[src/rtl/packer_idle_timer.sv]
// Saturating idle counter for the word packer; flags when a partial word has waited long enough.
// Only built when PACKER_TIMEOUT_EN is defined.
`ifdef PACKER_TIMEOUT_EN
module packer_idle_timer #(
  parameter int LGTIMEOUT = 6
) (
  input  logic clk,
  input  logic reset,
  input  logic clr,
  input  logic en,
  output logic hit
);
  localparam logic [LGTIMEOUT-1:0] TMAX = '1;

  logic [LGTIMEOUT-1:0] timer;

  always_ff @(posedge clk) begin
    if (reset || clr)
      timer <= '0;
    else if (en && timer != TMAX)
      timer <= timer + LGTIMEOUT'(1);
  end

  assign hit = (timer == TMAX);
endmodule
`endif

[src/rtl/fifo_word_packer.sv]
// Drains a byte FIFO and packs bytes big-endian into NB-byte words on a valid/ready stream.
// Define PACKER_TIMEOUT_EN to also emit partial words after an idle timeout.
module fifo_word_packer #(
  parameter int BW = 8,
  parameter int LGNB = 2
`ifdef PACKER_TIMEOUT_EN
  , parameter int LGTIMEOUT = 6
`endif
) (
  input  logic                        i_clk,
  input  logic                        i_reset,
  input  logic                        i_empty,
  input  logic [BW-1:0]               i_data,
  output logic                        o_rd,
  input  logic                        i_flush,
  output logic                        o_valid,
  input  logic                        i_ready,
  output logic [(1<<LGNB)*BW-1:0]     o_data,
  output logic [LGNB:0]               o_bytes
);
  localparam int NB = 1 << LGNB;
  localparam int WW = NB * BW;
  localparam int CW = LGNB + 1;
  localparam logic [CW-1:0] FULL = CW'(NB);

  logic [WW-1:0] acc;
  logic [CW-1:0] count;
  logic          flush_pend;
  logic          out_free;
  logic          rd;
  logic          flush_req;
  logic          timeout_hit;
  logic          emit;

  // Keeps lanes 0..n-1 (lane 0 is the most significant byte).
  function automatic logic [WW-1:0] lane_mask(input logic [CW-1:0] n);
    logic [WW-1:0] m;
    m = '0;
    for (int l = 0; l < NB; l++)
      if (l < int'(n)) m[WW-1-l*BW -: BW] = '1;
    return m;
  endfunction

  function automatic logic [WW-1:0] lane_put(input logic [WW-1:0] a,
                                             input logic [CW-1:0] n,
                                             input logic [BW-1:0] b);
    logic [WW-1:0] r;
    r = a;
    for (int l = 0; l < NB; l++)
      if (l == int'(n)) r[WW-1-l*BW -: BW] = b;
    return r;
  endfunction

  assign out_free  = !o_valid || i_ready;
  assign rd        = !i_reset && !i_empty && (count != FULL || out_free);
  assign o_rd      = rd;
  assign flush_req = i_flush || flush_pend;
  assign emit      = out_free && (count != '0) &&
                     (count == FULL || flush_req || timeout_hit);

`ifdef PACKER_TIMEOUT_EN
  packer_idle_timer #(
    .LGTIMEOUT(LGTIMEOUT)
  ) u_idle_timer (
    .clk  (i_clk),
    .reset(i_reset),
    .clr  (rd || emit || count == '0),
    .en   (count != '0 && !rd),
    .hit  (timeout_hit)
  );
`else
  assign timeout_hit = 1'b0;
`endif

  // A byte read in the emitting cycle always opens the next word, so the
  // emitted word is a snapshot of the accumulator before this edge.
  always_ff @(posedge i_clk) begin
    if (i_reset) begin
      acc        <= '0;
      count      <= '0;
      flush_pend <= 1'b0;
      o_valid    <= 1'b0;
      o_data     <= '0;
      o_bytes    <= '0;
    end else if (emit) begin
      o_data     <= acc & lane_mask(count);
      o_bytes    <= count;
      o_valid    <= 1'b1;
      acc        <= rd ? lane_put(WW'(0), CW'(0), i_data) : WW'(0);
      count      <= rd ? CW'(1) : CW'(0);
      flush_pend <= 1'b0;
    end else begin
      if (o_valid && i_ready)
        o_valid <= 1'b0;
      if (rd) begin
        acc   <= lane_put(acc, count, i_data);
        count <= count + CW'(1);
      end
      if (i_flush && (count != '0 || rd))
        flush_pend <= 1'b1;
    end
  end
endmodule

[config.mk]
export PLATFORM = sky130hd
export DESIGN_NAME = fifo_word_packer
export DESIGN_NICKNAME = d
export VERILOG_FILES = /design/src/rtl/packer_idle_timer.sv /design/src/rtl/fifo_word_packer.sv
export SDC_FILE = /design/constraint.sdc
export NUM_CORES = 1
export LEC_CHECK = 0
export CORE_MARGIN = 3
export CORE_UTILIZATION = 43
export DETAILED_ROUTE_END_ITERATION = 7
export HOLD_SLACK_MARGIN = 0.1
export PLACE_DENSITY = 0.68
export SLEW_MARGIN = 10
export SYNTH_ARGS = -nofsm -noshare
export SYNTH_HDL_FRONTEND = slang
export SYNTH_SLANG_ARGS = --single-unit
[constraint.sdc]
create_clock -name i_clk -period 3.7 [get_ports i_clk]
set_clock_uncertainty 0.05 [all_clocks]
set_input_delay 0.37 -clock i_clk [delete_from_list [all_inputs] [get_ports i_clk]]
set_output_delay 0.37 -clock i_clk [all_outputs]
set_load 0.01 [all_outputs]
==> results of run 1 <==
==> per-stage QoR <==
stage	setup WS (ns)	instance area, um2	power, mW	cells	util (%)
CTS	0.970	3450	1.65	445	56.9
global placement	1.17	3230	0.968	429	53.3
detailed placement	1.12	3230	0.970	429	53.3
floorplan	1.96	2740	0.929	319	-
finish	0.960	3450	1.63	445	56.9
global route	0.820	3450	1.69	445	56.9
==> synthesized netlist by cell type, drive strengths merged, types with 2 or more instances <==
cell type / instances / share of area (%)
nand2: 82 / 11
dfxtp: 72 / 53
a21oi: 65 / 12
nand3: 42 / 7.7
buf: 13 / 3.8
a22o: 8 / 2.6
clkbuf: 5 / 0.69
ha: 5 / 2.3
inv: 5 / 0.69
nor2: 5 / 0.78
and2: 3 / 0.69
nor3: 3 / 1.4
o21ai: 3 / 0.55
or3: 2 / 0.46
==> final cells by class <==
cell class / instances / area (um2)
clock buffers: 10 / 138
clock inverters: 6 / 82.6
fillers: 570 / 2610
inverters: 5 / 18.8
multi-input cells: 224 / 1160
flip-flops and latches: 72 / 1440
well taps: 75 / 93.8
repair buffers: 53 / 520
==> routing by layer <==
layer / track usage (%) / routed length, um
met4: 5.47 / 104
met2: 31.3 / 2990
met3: 5.48 / 338
met1: 23.0 / 2830
met5: 0 / 0
==> power by group <==
part	switching (mW)	internal [mW]
Sequential	0.0118	0.789
Clock	0.289	0.394
Combinational	0.103	0.0473
==> cell usage in the layout (no fill, tap or decap), types with 2 or more instances in the layout <==
cell type,synthesis,layout
sky130_fd_sc_hd__inv_1,5,5
sky130_fd_sc_hd__ha_1,5,5
sky130_fd_sc_hd__a21oi_1,63,63
sky130_fd_sc_hd__dfxtp_1,72,72
sky130_fd_sc_hd__buf_4,1,4
sky130_fd_sc_hd__or3_1,2,2
sky130_fd_sc_hd__clkbuf_8,0,10
sky130_fd_sc_hd__a21oi_2,2,2
sky130_fd_sc_hd__and2_1,3,3
sky130_fd_sc_hd__a22o_1,8,8
sky130_fd_sc_hd__nor2_1,4,4
sky130_fd_sc_hd__clkdlybuf4s50_1,0,49
sky130_fd_sc_hd__nand2_1,82,82
sky130_fd_sc_hd__bufinv_16,0,2
sky130_fd_sc_hd__nor3_4,2,2
sky130_fd_sc_hd__o21ai_0,2,2
sky130_fd_sc_hd__clkinv_2,0,3
sky130_fd_sc_hd__nand3_1,42,42
==> how the worst max path moves through the flow <==
stage	from	endpoint	slack, ns	cells after the start
after floorplan	count[0]$_SDFFE_PP0P_	o_data[10]$_SDFFE_PP0P_	1.96	8
after global placement	i_empty	o_rd	1.17	4
after detailed placement	i_empty	o_rd	1.12	4
after CTS	count[0]$_SDFFE_PP0P_	o_rd	0.97	5
after global routing	count[0]$_SDFFE_PP0P_	o_rd	0.82	5
final	count[1]$_SDFFE_PP0P_	o_rd	0.96	5
==> registers in the layout, summed over array words and instances (netlist names) <==
name,flops
acc,32
o_bytes,3
o_valid,1
count,3
flush_pend,1
o_data,32
==> tightest hold or removal path, cell delays in order (launching register included) <==
cell,delay (ns)
sky130_fd_sc_hd__dfxtp_1,0.31
sky130_fd_sc_hd__nand2_1,0.05
sky130_fd_sc_hd__a21oi_1,0.05
==> cell families after synthesis <==
logic type / count (synthesis) / share of synthesized area [%]
flops: 72 / 52.6
compound gates: 78 / 16.3
simple gates: 141 / 23.6
fa+ha+maj: 5 / 2.28
buf+inv: 23 / 5.21
==> metrics.log, run 1 <==
INFO  metric relSlewSlack = 53.6%
INFO  metric drc_errors = 0
INFO  metric synth-seq-area-share = 52.6%
INFO  metric first_pass_iters = 4
INFO  metric worst_pin_slew = 0.694 ns
INFO  metric tritoncts = done
INFO  metric hold_path_depth = 2
INFO  metric clkTransAtPathRegs = 0.07 ns
INFO  metric critical-path-slowest-cell = sky130_fd_sc_hd__clkdlybuf4s50_1
INFO  metric fp.dieW = 85.8 um
INFO  metric ir_worst_vdd = 0.300 mV
INFO  metric grt-ovfl-total = 0
INFO  metric dp.final_hpwl = 4.33 mm
INFO  metric clockBufferDepth = 2
INFO  metric ys.flop_type = sky130_fd_sc_hd__dfxtp_1
INFO  metric die-area = 7370 um2
INFO  metric finalHoldViolations = 0
INFO  metric routed_wl = 6.25 mm
INFO  metric grt_pass1_wl = 10.8 mm
INFO  metric max_freq = 365 MHz
INFO  metric crit-reg2reg-capture = o_data[25]$_SDFFE_PP0P_
INFO  metric async_flop_share = 0%
INFO  metric hold-path-endpoint = o_data[4]$_SDFFE_PP0P_
INFO  metric fin_nets = 383
INFO  metric slew_violations = 0
INFO  metric buffer_ports.inserted = 49
INFO  metric power_density_relative_to_cell_area = 474 nW/um2
INFO  metric timing.critical_path.cells = inv_1 -> ha_1 -> nand4b_1 -> and2_1 -> clkdlybuf4s50_1
INFO  metric std_cell_rows = 28
INFO  metric cts_root_buf = sky130_fd_sc_hd__clkbuf_8
INFO  metric synth-warning-count = 0
INFO  metric critical_path_buf_inv_count = 2
INFO  metric number_of_flops_mapped_to_enable_cells_by_yosys = 0
INFO  metric critPathMaxStageDelay = 0.63 ns
INFO  metric die_y = 85.8 um
INFO  metric initial_util = 45.2%
INFO  metric mappedNetlistArea = 2740 um2
INFO  metric drt_iter0_markers = 105
INFO  metric io_pins = 50
INFO  metric final_antenna_net_count = 0
INFO  metric hold_path_startpoint = o_data[4]$_SDFFE_PP0P_
INFO  metric synth.ff_latch_count = 72
INFO  metric critPathCaptureType = primary output
INFO  metric cts_setup_buffers = 0
INFO  metric clock_sink_count = 72
INFO  metric global_route.usage.total = 18.6%
INFO  metric cp_top_family = buffers and inverters
INFO  metric synthCells = 319
INFO  metric cts-hold-fix-buffers = 0
INFO  metric path_max_fanout = 13
INFO  metric synth_cell_type_count = 26
INFO  metric worstSetupStartpointType = register
INFO  metric cts_made_buffers = 9
INFO  metric required = 3.28 ns
INFO  metric detailroute.via_count = 2,340
INFO  metric syn_avg_cell_area = 8.59 um2
INFO  metric ctsResizeCount = 0
INFO  metric run_status = complete, no violations
INFO  metric gp_congestion = 0.838
INFO  metric detail_route.wl_per_cell = 14.1 um
INFO  metric timing.reg2reg.worst_path_depth = 7
INFO  metric setup_viol_count_final = 0
INFO  metric antenna_found_initial = 0
INFO  metric layout-drive-gt1-share = 7.57%
INFO  metric final.min_clock_period = 2.74 ns
INFO  metric kind_of_critical_path = register to primary output
INFO  metric setup_slack_on_the_worst_flop_to_flop_path = 1.40 ns
INFO  metric worst-endpoint-arrival = 2.32 ns
INFO  metric viasPerCell = 5.26
INFO  metric fin_hold_ws = 0.399 ns
INFO  metric grt_setup_unrepaired = false
INFO  metric latest_clock_arrival_within_the_worst_skew_pair = 0.34 ns
INFO  metric timing.rr.start = count[1]$_SDFFE_PP0P_
INFO  metric core_area = 6060 um2
INFO  metric holdCritPathClass = register to register
INFO  metric synth.net_count = 337
INFO  metric antennaDiodeCount = 0
INFO  metric h_tree_depth_reported_by_cts = 3
INFO  metric max-cap-violations = 0
INFO  metric power.leakage = 1.15 nW
INFO  metric grt_max_degree = 40
INFO  metric final_min_period_over_clock_period = 74.0%
INFO  metric first_global_vias = 2,313
INFO  metric syn2layout_area_growth = 25.9%
INFO  metric setup_tns = 0 ns
(Power assumes the default switching activity.)
==> inputs of run 2 (changes only) <==
--- a/config.mk
+++ b/config.mk
@@ -9,7 +9,7 @@
 export CORE_UTILIZATION = 43
 export DETAILED_ROUTE_END_ITERATION = 7
 export HOLD_SLACK_MARGIN = 0.1
-export PLACE_DENSITY = 0.68
+export PLACE_DENSITY = 0.7
 export SLEW_MARGIN = 10
 export SYNTH_ARGS = -nofsm -noshare
 export SYNTH_HDL_FRONTEND = slang
==> constraint.sdc (replaced) <==
create_clock -name i_clk -period 2.4 [get_ports i_clk]
set_clock_uncertainty 0.05 [all_clocks]
set_input_delay 0.24 -clock i_clk [delete_from_list [all_inputs] [get_ports i_clk]]
set_output_delay 0.24 -clock i_clk [all_outputs]
set_load 0.01 [all_outputs]
==> run 2 against run 1 <==
Net effect:
- critical path depth unchanged
- hold slack improved by 0.00069 ns
- combinational power increased by 66%
- sequential share of layout area decreased by 0.54 points
- wire length increased by 2.4%
- register-to-register slack got worse by 0.93 ns
- highest routed layer unchanged
==> metrics.log, run 2 (same netlist as run 1, synthesis figures left out) <==
INFO  metric run_status = complete, no violations
INFO  metric setup_tns = 0 ns (unchanged)
INFO  metric path_max_fanout = 6 (-7)
INFO  metric worstSetupStartpointType = register
INFO  metric antennaDiodeCount = 0 (unchanged)
INFO  metric routed_wl = 6.40 mm (+2.4%)
INFO  metric dp.final_hpwl = 4.49 mm (+3.7%)
INFO  metric viasPerCell = 5.22 (-0.66%)
INFO  metric final-seq-area = 1440 um2 (unchanged)
INFO  metric detailroute.via_count = 2,356 (+0.68%)
INFO  metric setup_viol_count_final = 0 (unchanged)
INFO  metric power_density_relative_to_cell_area = 715 nW/um2 (+51%)
INFO  metric core_area = 6060 um2 (unchanged)
INFO  metric fp.dieW = 85.8 um (unchanged)
INFO  metric first_pass_iters = 4 (unchanged)
INFO  metric initial_util = 45.2% (unchanged)
INFO  metric latest_clock_arrival_within_the_worst_skew_pair = 0.34 ns (about the same)
INFO  metric first_global_vias = 2,300 (-0.56%)
INFO  metric relSlewSlack = 57.5% (+3.9 points)
INFO  metric io_pins = 50 (unchanged)
INFO  metric kind_of_critical_path = register to primary output
INFO  metric required = 2.11 ns (-1.17 ns)
INFO  metric holdCritPathClass = register to register
INFO  metric detail_route.wl_per_cell = 14.2 um (+1.0%)
INFO  metric power.leakage = 1.18 nW (+2.6%)
INFO  metric final.min_clock_period = 2.26 ns
INFO  metric slew_violations = 0 (unchanged)
INFO  metric antenna_found_initial = 0 (unchanged)
INFO  metric gp_congestion = 0.901 (+7.5%)
INFO  metric cts_made_buffers = 9 (unchanged)
INFO  metric ir_worst_vdd = 0.515 mV (+72%)
INFO  metric worst_pin_slew = 0.633 ns (-0.0602 ns)
INFO  metric final_antenna_net_count = 0 (unchanged)
INFO  metric setup_slack_on_the_worst_flop_to_flop_path = 0.47 ns (-0.93 ns)
INFO  metric fin_hold_ws = 0.400 ns (+0.000694 ns)
INFO  metric finalHoldViolations = 0 (unchanged)
INFO  metric buffer_ports.inserted = 49 (unchanged)
INFO  metric reg.largest.list = acc x32, o_data x32
INFO  metric fin_nets = 389 (+1.6%)
INFO  metric drc_errors = 0 (unchanged)
INFO  metric cts_setup_buffers = 0 (unchanged)
INFO  metric layout.cells.most_common_list = sky130_fd_sc_hd__nand2_1 (82), sky130_fd_sc_hd__dfxtp_1 (72), sky130_fd_sc_hd__a21oi_1 (63)
INFO  metric h_tree_depth_reported_by_cts = 3 (unchanged)
INFO  metric global_route.usage.total = 19.5% (+0.92 points)
INFO  metric critPathCaptureType = primary output
INFO  metric max_freq = 442 MHz
INFO  metric drt_iter0_markers = 125 (+19%)
INFO  metric cts_root_buf = sky130_fd_sc_hd__clkbuf_8
INFO  metric grt_setup_unrepaired = false
INFO  metric finish.instance_area = 3500 um2 (+1.3%)
INFO  metric clock_sink_count = 72 (unchanged)
INFO  metric power = 2.50 mW (+53%)
INFO  metric multi_input_area = 1160 um2 (+0.22%)
INFO  metric layout-drive-gt1-share = 9.04% (+1.5 points)
INFO  metric grt-ovfl-total = 0 (unchanged)
INFO  metric worst-endpoint-arrival = 1.97 ns (-0.35 ns)
INFO  metric die-area = 7370 um2 (unchanged)
INFO  metric grt_max_degree = 32 (-20%)
INFO  metric die_y = 85.8 um (unchanged)
INFO  metric layout.cells.most_common = sky130_fd_sc_hd__nand2_1
INFO  metric filler_cell_count = 579 (+1.6%)
INFO  metric tritoncts = done
INFO  metric max-cap-violations = 0 (unchanged)
INFO  metric final_min_period_over_clock_period = 94.2%
INFO  metric clockBufferDepth = 2 (unchanged)
INFO  metric post_dp_cell_area = 3280 um2 (+1.4%)
INFO  metric clkTransAtPathRegs = 0.07 ns (about the same)
INFO  metric syn2layout_area_growth = 27.6%
INFO  metric std_cell_rows = 28 (unchanged)
INFO  metric grt_pass1_wl = 11.1 mm (+3.5%)
[run 2: cell types whose count changed in the layout (fill, tap and decap cells not counted), sizes merged]
cell,before,now
clkbuf,10,14
bufinv,2,1
clkinv,3,1
clkinvlp,1,0
buf,4,10
[run 2: metal layers]
metal	global-route usage (%)	routed length, um	vias to the layer above
li1	-	-	1193
met1	24.2	2920	1096
met2	32.0	3080	59
met3	6.53	330	8
met4	6.19	72	0
met5	0	0	-
[run 2: final cells by class]
| cell class | instances | area share [%] |
|---|---|---|
| Clock buffer | 14 | 5.23 |
| Clock inverter | 2 | 1.00 |
| Inverter | 5 | 0.537 |
| Multi-Input combinational cell | 224 | 33.1 |
| Sequential cell | 72 | 41.2 |
| Tap cell | 75 | 2.68 |
| Timing Repair Buffer | 59 | 16.2 |
[run 2: report_power, final]
group	total, mW	switching, mW	internal, mW
registers	1.23	0.0156	1.22
clock network	1.02	0.426	0.593
logic	0.249	0.165	0.0842
[run 2: repair_timing]
item	CTS	global route
gates resized for setup	0	1
endpoints found under the setup margin	0	1
hold buffers	0	0
[run 2: worst max-delay path, cell delays in order, from the launching register on]
cell                              delay, ns
sky130_fd_sc_hd__dfxtp_1               0.34
sky130_fd_sc_hd__inv_1                 0.17
sky130_fd_sc_hd__ha_2                  0.26
sky130_fd_sc_hd__nand4b_1              0.16
sky130_fd_sc_hd__and2_1                0.23
sky130_fd_sc_hd__clkdlybuf4s50_1       0.48
[run 2: through the flow]
step,util (%),std cells,worst slack [ns]
2_1_floorplan,-,319,0.661
3_3_place_gp,54.0,435,0.467
3_5_place_dp,54.0,435,0.459
4_1_cts,57.6,451,0.0861
5_1_grt,57.7,451,0.00265
6_report,57.7,451,0.138
[run 2: final timing paths]
kind	start	to	depth (start not counted)
max	count[0]$_SDFFE_PP0P_	o_rd	5
min	o_data[23]$_SDFFE_PP0P_	o_data[23]$_SDFFE_PP0P_	2
max reg2reg	count[0]$_SDFFE_PP0P_	count[0]$_SDFFE_PP0P_	7
min reg2reg	o_data[23]$_SDFFE_PP0P_	o_data[23]$_SDFFE_PP0P_	2
==> inputs of run 3 (changes only) <==
--- a/config.mk
+++ b/config.mk
@@ -9,6 +9,7 @@
 export CORE_UTILIZATION = 43
 export DETAILED_ROUTE_END_ITERATION = 7
 export HOLD_SLACK_MARGIN = 0.1
+export MAX_ROUTING_LAYER = met4
 export PLACE_DENSITY = 0.7
 export SLEW_MARGIN = 10
 export SYNTH_ARGS = -nofsm -noshare
==> run 3 against run 2 <==
Net effect:
- combinational power hardly changed
- first-iteration DRC count is 0.80% higher
- sequential cell count stayed put
- non-clock buffer count stayed put
- utilization stayed put
- sequential power hardly changed
- critical path depth stayed put
- power hardly changed
- highest routed layer unchanged
==> metrics.log, run 3 (same netlist as run 1, synthesis figures left out) <==
INFO  metric gp_congestion = 0.916 (+1.7%)
INFO  metric h_tree_depth_reported_by_cts = 3 (unchanged)
INFO  metric cp_top_family = buffers and inverters
INFO  metric timing.reg2reg.worst_path_depth = 7 (unchanged)
INFO  metric antennaDiodeCount = 0 (unchanged)
INFO  metric finish.instance_area = 3500 um2 (unchanged)
INFO  metric max_freq = 441 MHz (-0.23%)
INFO  metric grt_pass1_wl = 11.2 mm (about the same)
INFO  metric clock_sink_count = 72 (unchanged)
INFO  metric critical-path-slowest-cell = sky130_fd_sc_hd__clkdlybuf4s50_1
INFO  metric hold_path_depth = 2 (unchanged)
INFO  metric worstSetupStartpointType = register
INFO  metric timing.critical_path.cells = inv_1 -> ha_2 -> nand4b_1 -> and2_1 -> clkdlybuf4s50_1
INFO  metric final.min_clock_period = 2.27 ns (+0.00522 ns)
INFO  metric clockBufferDepth = 2 (unchanged)
INFO  metric antenna_found_initial = 0 (unchanged)
INFO  metric filler_cell_count = 579 (unchanged)
INFO  metric power = 2.50 mW (about the same)
INFO  metric detailroute.via_count = 2,339 (-0.72%)
INFO  metric worst_pin_slew = 0.649 ns (+0.0160 ns)
INFO  metric drt_iter0_markers = 126 (+0.80%)
INFO  metric core_area = 6060 um2 (unchanged)
INFO  metric final_cells = 451 (unchanged)
INFO  metric critical_path_buf_inv_count = 2 (unchanged)
INFO  metric drc_errors = 0 (unchanged)
INFO  metric max-cap-violations = 0 (unchanged)
INFO  metric finalHoldViolations = 0 (unchanged)
INFO  metric die-area = 7370 um2 (unchanged)
INFO  metric critPathCaptureType = primary output
INFO  metric first_pass_iters = 4 (unchanged)
INFO  metric initial_util = 45.2% (unchanged)
INFO  metric clkTransAtPathRegs = 0.07 ns (about the same)
INFO  metric grt_setup_unrepaired = false
INFO  metric dp.final_hpwl = 4.49 mm (unchanged)
INFO  metric setup_tns = 0 ns (unchanged)
INFO  metric viasPerCell = 5.19 (-0.72%)
INFO  metric final-seq-area = 1440 um2 (unchanged)
INFO  metric crit-reg2reg-capture = count[0]$_SDFFE_PP0P_
INFO  metric reg.largest.list = acc x32, o_data x32
INFO  metric path_max_fanout = 6 (unchanged)
INFO  metric tritoncts = done
INFO  metric latest_clock_arrival_within_the_worst_skew_pair = 0.34 ns (about the same)
INFO  metric global_route.usage.total = 20.1% (+0.60 points)
INFO  metric grt_max_degree = 32 (unchanged)
INFO  metric timing.rr.start = count[0]$_SDFFE_PP0P_
INFO  metric grt-ovfl-total = 0 (unchanged)
INFO  metric final_antenna_net_count = 0 (unchanged)
INFO  metric critical_path_cell_count = 5 (unchanged)
INFO  metric multi_input_area = 1160 um2 (unchanged)
INFO  metric buffer_ports.inserted = 49 (unchanged)
INFO  metric fin_nets = 389 (unchanged)
INFO  metric layout.cells.most_common_list = sky130_fd_sc_hd__nand2_1 (82), sky130_fd_sc_hd__dfxtp_1 (72), sky130_fd_sc_hd__a21oi_1 (63)
INFO  metric cp-startpoint = count[0]$_SDFFE_PP0P_
INFO  metric first_global_vias = 2,306 (+0.26%)
INFO  metric slew_violations = 0 (unchanged)
INFO  metric power_density_relative_to_cell_area = 715 nW/um2 (about the same)
INFO  metric setup_viol_count_final = 0 (unchanged)
INFO  metric ir_worst_vdd = 0.515 mV (about the same)
INFO  metric required = 2.11 ns (about the same)
INFO  metric kind_of_critical_path = register to primary output
INFO  metric power.leakage = 1.18 nW (unchanged)
INFO  metric cp-endpoint = o_rd
INFO  metric layout.cells.most_common = sky130_fd_sc_hd__nand2_1
INFO  metric routed_wl = 6.42 mm (+0.33%)
INFO  metric final_min_period_over_clock_period = 94.5% (+0.22 points)
INFO  metric post_dp_cell_area = 3280 um2 (unchanged)
INFO  metric relSlewSlack = 56.4% (-1.1 points)
INFO  metric critPathMaxStageDelay = 0.48 ns (about the same)
INFO  metric worst-endpoint-arrival = 1.98 ns (about the same)
INFO  metric cts_made_buffers = 9 (unchanged)
INFO  metric io_pins = 50 (unchanged)
INFO  metric std_cell_rows = 28 (unchanged)
INFO  metric fp.dieW = 85.8 um (unchanged)
INFO  metric setup_slack_on_the_worst_flop_to_flop_path = 0.46 ns (about the same)
INFO  metric syn2layout_area_growth = 27.6% (unchanged)
INFO  metric dp_cell_count = 435 (unchanged)
INFO  metric run_status = complete, no violations
INFO  metric die_y = 85.8 um (unchanged)
INFO  metric holdCritPathClass = register to register
INFO  metric detail_route.wl_per_cell = 14.2 um (+0.33%)
INFO  metric layout-drive-gt1-share = 9.04% (unchanged)
INFO  metric cts_root_buf = sky130_fd_sc_hd__clkbuf_8
-- run 3: through the flow --
stage | worst slack (ns) | hold slack (ns) | util, %
after global routing | 0.00264 | 0.422 | 57.7
after CTS | 0.0861 | 0.406 | 57.6
after detailed placement | 0.459 | 0.396 | 54.0
after global placement | 0.467 | 0.392 | 54.0
after floorplan | 0.661 | 0.323 | -
final | 0.133 | 0.400 | 57.7
-- run 3: routing by layer --
metal | vias to the layer above | routed length (um) | GRT usage, % | part of all wire, %
met5 | - | 0 | - | 0
met4 | 0 | 95 | 6.19 | 1.5
met3 | 8 | 340 | 6.44 | 5.3
met2 | 54 | 3050 | 32.0 | 47
met1 | 1086 | 2940 | 24.3 | 46
li1 | 1191 | - | - | -
-- run 3: worst min path at each step --
stage | from | end | slack, ns
after floorplan | i_data[0] | acc[24]$_SDFFE_PP0P_ | 0.32
after global placement | o_data[6]$_SDFFE_PP0P_ | o_data[6]$_SDFFE_PP0P_ | 0.39
after detailed placement | o_data[22]$_SDFFE_PP0P_ | o_data[22]$_SDFFE_PP0P_ | 0.40
after CTS | o_data[23]$_SDFFE_PP0P_ | o_data[23]$_SDFFE_PP0P_ | 0.41
after global routing | acc[9]$_SDFFE_PP0P_ | acc[9]$_SDFFE_PP0P_ | 0.42
final | o_data[23]$_SDFFE_PP0P_ | o_data[23]$_SDFFE_PP0P_ | 0.40
-- run 3: cell type report --
| cell class | instances | share of cell area, % |
|---|---|---|
| timing repair buffer | 59 | 16.2 |
| inverter | 5 | 0.537 |
| clock buffer | 14 | 5.23 |
| sequential | 72 | 41.2 |
| multi-input combinational | 224 | 33.1 |
| tap | 75 | 2.68 |
| clock inverter | 2 | 1.00 |
-- run 3: worst register-to-register path: stages, from the launching register on --
cell and delay (ns):
sky130_fd_sc_hd__dfxtp_1 0.34, sky130_fd_sc_hd__inv_1 0.17, sky130_fd_sc_hd__ha_2 0.26, sky130_fd_sc_hd__nand4b_1 0.16
sky130_fd_sc_hd__and2_1 0.23, sky130_fd_sc_hd__buf_4 0.18, sky130_fd_sc_hd__or3_1 0.34, sky130_fd_sc_hd__a21oi_1 0.14
-- run 3: repair_timing --
| item | 4_1_cts | 5_1_grt |
|---|---|---|
| endpoints found under the setup margin | 0 | 1 |
| setup buffers | 0 | 0 |
| resized for setup | 0 | 1 |
| hold buffers | 0 | 0 |
-- run 3: power by group --
group / internal [mW] / switching [mW]
sequential: 1.22 / 0.0156
clock: 0.593 / 0.426
combinational: 0.0842 / 0.165
